[src/rtl/alu_stream_unit.sv]
// Two-stage handshaked ALU: s1 holds the request, s2 holds the computed response.
// Optional sticky flag accumulation is enabled by defining ALU_STICKY_FLAGS_EN.
module alu_stream_unit #(
    parameter int WIDTH = 32,
    parameter int CNT_W = 16
) (
    input  logic             clk,
    input  logic             reset,
    input  logic             req_valid,
    output logic             req_ready,
    input  logic [2:0]       req_op,
    input  logic [WIDTH-1:0] req_a,
    input  logic [WIDTH-1:0] req_b,
    output logic             resp_valid,
    input  logic             resp_ready,
    output logic [WIDTH-1:0] resp_result,
    output logic [3:0]       resp_flags,
    output logic             resp_err,
    output logic [CNT_W-1:0] resp_count,
    input  logic             sticky_clr,
    output logic [3:0]       sticky_flags
);

    typedef enum logic [2:0] {
        OP_ADD = 3'b000,
        OP_SUB = 3'b001,
        OP_AND = 3'b010,
        OP_OR  = 3'b011,
        OP_XOR = 3'b100,
        OP_SLT = 3'b101
    } op_e;

    // Handshake: a transfer happens on a rising edge where valid && ready;
    // producers hold valid and data stable until that edge.

    logic             r_s1_valid;
    logic [2:0]       r_s1_op;
    logic [WIDTH-1:0] r_s1_a;
    logic [WIDTH-1:0] r_s1_b;

    logic             r_s2_valid;
    logic [WIDTH-1:0] r_s2_result;
    logic [3:0]       r_s2_flags;
    logic             r_s2_err;
    logic [CNT_W-1:0] r_count;

    logic             w_adv1;
    logic             w_adv2;
    logic             w_resp_hs;
    logic [WIDTH:0]   w_add;
    logic [WIDTH:0]   w_sub;
    logic [WIDTH-1:0] w_result;
    logic             w_carry;
    logic             w_ovf;
    logic             w_err;
    logic [3:0]       w_flags;

    assign w_adv2    = ~r_s2_valid | resp_ready;
    assign w_adv1    = ~r_s1_valid | w_adv2;
    assign req_ready = w_adv1 & reset;
    assign w_resp_hs = r_s2_valid & resp_ready;

    // Subtraction is a + ~b + 1, so carry-out set means no borrow.
    assign w_add = {1'b0, r_s1_a} + {1'b0, r_s1_b};
    assign w_sub = {1'b0, r_s1_a} + {1'b0, ~r_s1_b} + {{WIDTH{1'b0}}, 1'b1};

    always_comb begin
        w_result = '0;
        w_carry  = 1'b0;
        w_ovf    = 1'b0;
        w_err    = 1'b0;
        case (r_s1_op)
            OP_ADD: begin
                w_result = w_add[WIDTH-1:0];
                w_carry  = w_add[WIDTH];
                w_ovf    = (r_s1_a[WIDTH-1] == r_s1_b[WIDTH-1]) &&
                           (w_add[WIDTH-1] != r_s1_a[WIDTH-1]);
            end
            OP_SUB: begin
                w_result = w_sub[WIDTH-1:0];
                w_carry  = w_sub[WIDTH];
                w_ovf    = (r_s1_a[WIDTH-1] != r_s1_b[WIDTH-1]) &&
                           (w_sub[WIDTH-1] != r_s1_a[WIDTH-1]);
            end
            OP_AND: w_result = r_s1_a & r_s1_b;
            OP_OR:  w_result = r_s1_a | r_s1_b;
            OP_XOR: w_result = r_s1_a ^ r_s1_b;
            OP_SLT: w_result = {{(WIDTH-1){1'b0}}, ($signed(r_s1_a) < $signed(r_s1_b))};
            default: w_err = 1'b1;
        endcase
    end

    // Illegal ops report all-zero flags, including Z.
    assign w_flags = w_err ? 4'b0000
                           : {w_result[WIDTH-1], (w_result == '0), w_carry, w_ovf};

    always_ff @(posedge clk) begin
        if (!reset) begin
            r_s1_valid  <= 1'b0;
            r_s1_op     <= '0;
            r_s1_a      <= '0;
            r_s1_b      <= '0;
            r_s2_valid  <= 1'b0;
            r_s2_result <= '0;
            r_s2_flags  <= '0;
            r_s2_err    <= 1'b0;
            r_count     <= '0;
        end else begin
            if (w_adv1) begin
                r_s1_valid <= req_valid;
                if (req_valid) begin
                    r_s1_op <= req_op;
                    r_s1_a  <= req_a;
                    r_s1_b  <= req_b;
                end
            end
            if (w_adv2) begin
                r_s2_valid <= r_s1_valid;
                if (r_s1_valid) begin
                    r_s2_result <= w_result;
                    r_s2_flags  <= w_flags;
                    r_s2_err    <= w_err;
                end
            end
            if (w_resp_hs) begin
                r_count <= r_count + 1'b1;
            end
        end
    end

    assign resp_valid  = r_s2_valid;
    assign resp_result = r_s2_result;
    assign resp_flags  = r_s2_flags;
    assign resp_err    = r_s2_err;
    assign resp_count  = r_count;

`ifdef ALU_STICKY_FLAGS_EN
    logic [3:0] r_sticky;

    // A clear coinciding with a delivery keeps only that delivery's flags.
    always_ff @(posedge clk) begin
        if (!reset) begin
            r_sticky <= 4'b0000;
        end else if (sticky_clr) begin
            r_sticky <= w_resp_hs ? r_s2_flags : 4'b0000;
        end else if (w_resp_hs) begin
            r_sticky <= r_sticky | r_s2_flags;
        end
    end

    assign sticky_flags = r_sticky;
`else
    logic w_unused_sticky_clr;

    assign w_unused_sticky_clr = sticky_clr;
    assign sticky_flags        = 4'b0000;
`endif

endmodule

[config.mk]
export PLATFORM = sky130hd
export DESIGN_NAME = alu_stream_unit
export DESIGN_NICKNAME = d
export VERILOG_FILES = /design/src/rtl/alu_stream_unit.sv
export SDC_FILE = /design/constraint.sdc
export NUM_CORES = 1
export LEC_CHECK = 0
export CORE_ASPECT_RATIO = 0.8
export CORE_MARGIN = 8
export CORE_UTILIZATION = 47
export DETAILED_ROUTE_END_ITERATION = 10
export PLACE_DENSITY_LB_ADDON = 0.12
export SYNTH_ARGS = -nofsm -noshare
export SYNTH_HDL_FRONTEND = slang
export SYNTH_SLANG_ARGS = --single-unit
[constraint.sdc]
create_clock -name clk -period 9.45 [get_ports clk]
set_input_delay 2.835 -clock clk [delete_from_list [all_inputs] [get_ports clk]]
set_output_delay 2.835 -clock clk [all_outputs]
set_load 0.005 [all_outputs]
==> qor.csv <==
metric,value,unit
start_util,47.34,%
async_flop_share,0,%
place.gp.congestion,0.9623,
die_h,147.1,um
vdd_ir_drop_max,0.1021,mV
coreArea,21320,um2
cts-root-buf,clkbuf_16,
final_cell_mix,"nand2_1, a21oi_1, clkdlybuf4s50_1",
path_clk_slew,0.06,ns
fin_crit_sh,80.65,%
cts_tree,yes,
p_leak,4.655,nW
critPathSlowestCell,clkdlybuf4s50_1,
final_common_cell,nand2_1,
synthesis.area,10090,um2
fillers,2097,
worstMarginPinSlew,1.154,ns
synth_top_area_cell,dfxtp_1,
wl_per_cell,19.64,um
pwr_density_cell,145.6,nW/um2
cap_viol_max_count,0,
grt_setup_unrepaired,no,
pre_cts_slack,1.812,ns
critPathKind,in -> out,
area_growth,18.78,%
nets,1664,
drc,0,
slew_violations,0,
clkSinkCount,122,
setup_violations,0,
globalRouteTotalUtil,25.63,%
crit_path_end_kind,output port,
yosysUniqueCellTypes,82,
synth-edff-count,0,
setup_tns,0,ns
io_pins,131,
instances_no_fill,1776,
cts_made_buffers,17,
clock_latency,0.43,ns
critPathMostFrequentCell,clkdlybuf4s50_1,
cp.required,6.62,ns
cp.arrival,4.79,ns
fmax,131.2,MHz
synthTopCellsByArea,"dfxtp_1, ha_1, a21oi_1, nand2_1, nor2_1",
antenna_left,0,
fin_ws,1.829,ns
synth.top_cell.area_share,24.20,%
dp_cells,1744,
fin_crit,7.621,ns
drt_iter0_markers,868,
cts_setup_buffers,0,
finalWirelength,34890,um
hold_viol_final,0,
die-area,26450,um2
grt_pass1_wl,54540,um
timing.critical_path.buf_inv,3,
start_kind,primary input,
finalPower,1.745,mW
layout-drive-gt1-share,4.863,%
ys.flop_type,dfxtp_1,
cp_cell_sequence,clkdlybuf4s50_1 > clkinv_2 > a21oi_1 > clkdlybuf4s50_1,
port_buffers,125,
maxSlewHeadroom,22.87,%
ys_seq_elements,122,
status,"complete, no violations",
synth-seq-area-share,24.20,%
synth_warnings,0,
synthCells,1429,
path_delay_family,buffers and inverters,
cts.path.max_buffers,2,
drtPass1Iterations,6,
antenna_found_initial,0,
skew,0.01375,ns
routed_via_density,5.958,
cp_max_fo,39,
grt_pass1_vias,9781,
grt-ovfl-total,0,
fin_util,56.23,%
hpwl,25660,um
rows,48,
max_stage_delay,0.63,ns
htreeDepth,4,
cts_resized,0,
cts_hold_buf,0,
diodes,0,
syn_avg_cell_area,7.063,um2
die_w,179.8,um
min_path_type,reg -> reg,
vias,10580,
grt_max_degree,83,
sequential cells by signal (all words and copies together) (netlist names):
signal and flops:
r_s1_op 3, r_s1_b 32, r_s1_valid 1, resp_err 1, resp_result 32, resp_valid 1
resp_count 16, r_s1_a 32, resp_flags 4
worst paths after layout:
| check | from | end | slack (ns) | depth (start not counted) |
|---|---|---|---|---|
| setup / recovery | reset | req_ready | 1.83 | 4 |
| hold / removal | resp_flags[0] | resp_flags[0] | 0.46 | 2 |
| setup reg to reg | r_s1_a[6] | resp_flags[2] | 5.01 | 12 |
| hold reg to reg | resp_flags[0] | resp_flags[0] | 0.46 | 2 |
cells in the mapped netlist, types with 12 or more instances:
library cell  instances
nor2_1              123
mux2i_1              12
nand2_1             238
inv_1               100
a21o_1               13
nor3_1               31
a211oi_1             34
ha_1                102
nand4_1              15
dfxtp_1             122
o211ai_1             29
clkbuf_1             71
o21ai_0              67
or3_1                17
a21oi_1             181
nand3_1              26
per-stage QoR:
step	area, um2	hold slack, ns
3_3_place_gp	11390	0.4454
6_report	11990	0.4573
4_1_cts	11990	0.4579
2_1_floorplan	10100	0.4527
3_5_place_dp	11390	0.4496
5_1_grt	11990	0.4732
per-layer routing:
metal | track usage [%] | routed length [um] | vias up
met5 | 0 | 0 | -
met4 | 8.195 | 941 | 0
met3 | 4.936 | 2361 | 60
met2 | 41.95 | 15660 | 368
met1 | 33.54 | 15920 | 5002
li1 | - | - | 5151
cell type report:
class,count,area (um2),share of cell area (%)
clock buffers,18,439.2,3.663
repair buffers,133,1311,10.94
clock inverters,14,163.9,1.367
flip-flops and latches,122,2444,20.38
inverters,103,387.9,3.235
multi-input cells,1111,6899,57.55
well taps,275,344.1,2.870
cells by family (layout without fill, tap and decap cells):
family | after synthesis | after routing | synth area share (%)
fa+ha+maj | 104 | 104 | 13.04
compound gates | 455 | 455 | 29.19
mux | 14 | 14 | 1.525
simple gates | 514 | 514 | 22.57
other cells | 1 | 4 | 0.03715
xor+xnor | 20 | 20 | 1.735
flops | 122 | 122 | 24.20
buf+inv | 199 | 268 | 7.698
worst register-to-register path, delay by kind of cell, from the launching register on:
family,cells,cell delay (ns)
adders and majority gates,1,0.55
DFF,1,0.44
buffers and inverters,1,0.08
AOI/OAI and AO/OA,7,2.80
and+or+nand+nor,2,0.40
xor gates and xnor gates,1,0.08
power breakdown:
group	leakage (nW)	switching (mW)	internal [mW]
Combinational	3.36	0.305	0.184
Sequential	1.00	0.0261	0.542
Clock	0.291	0.286	0.402
Total	4.66	0.617	1.13
Note: power is estimated with default switching activity, not from simulation.
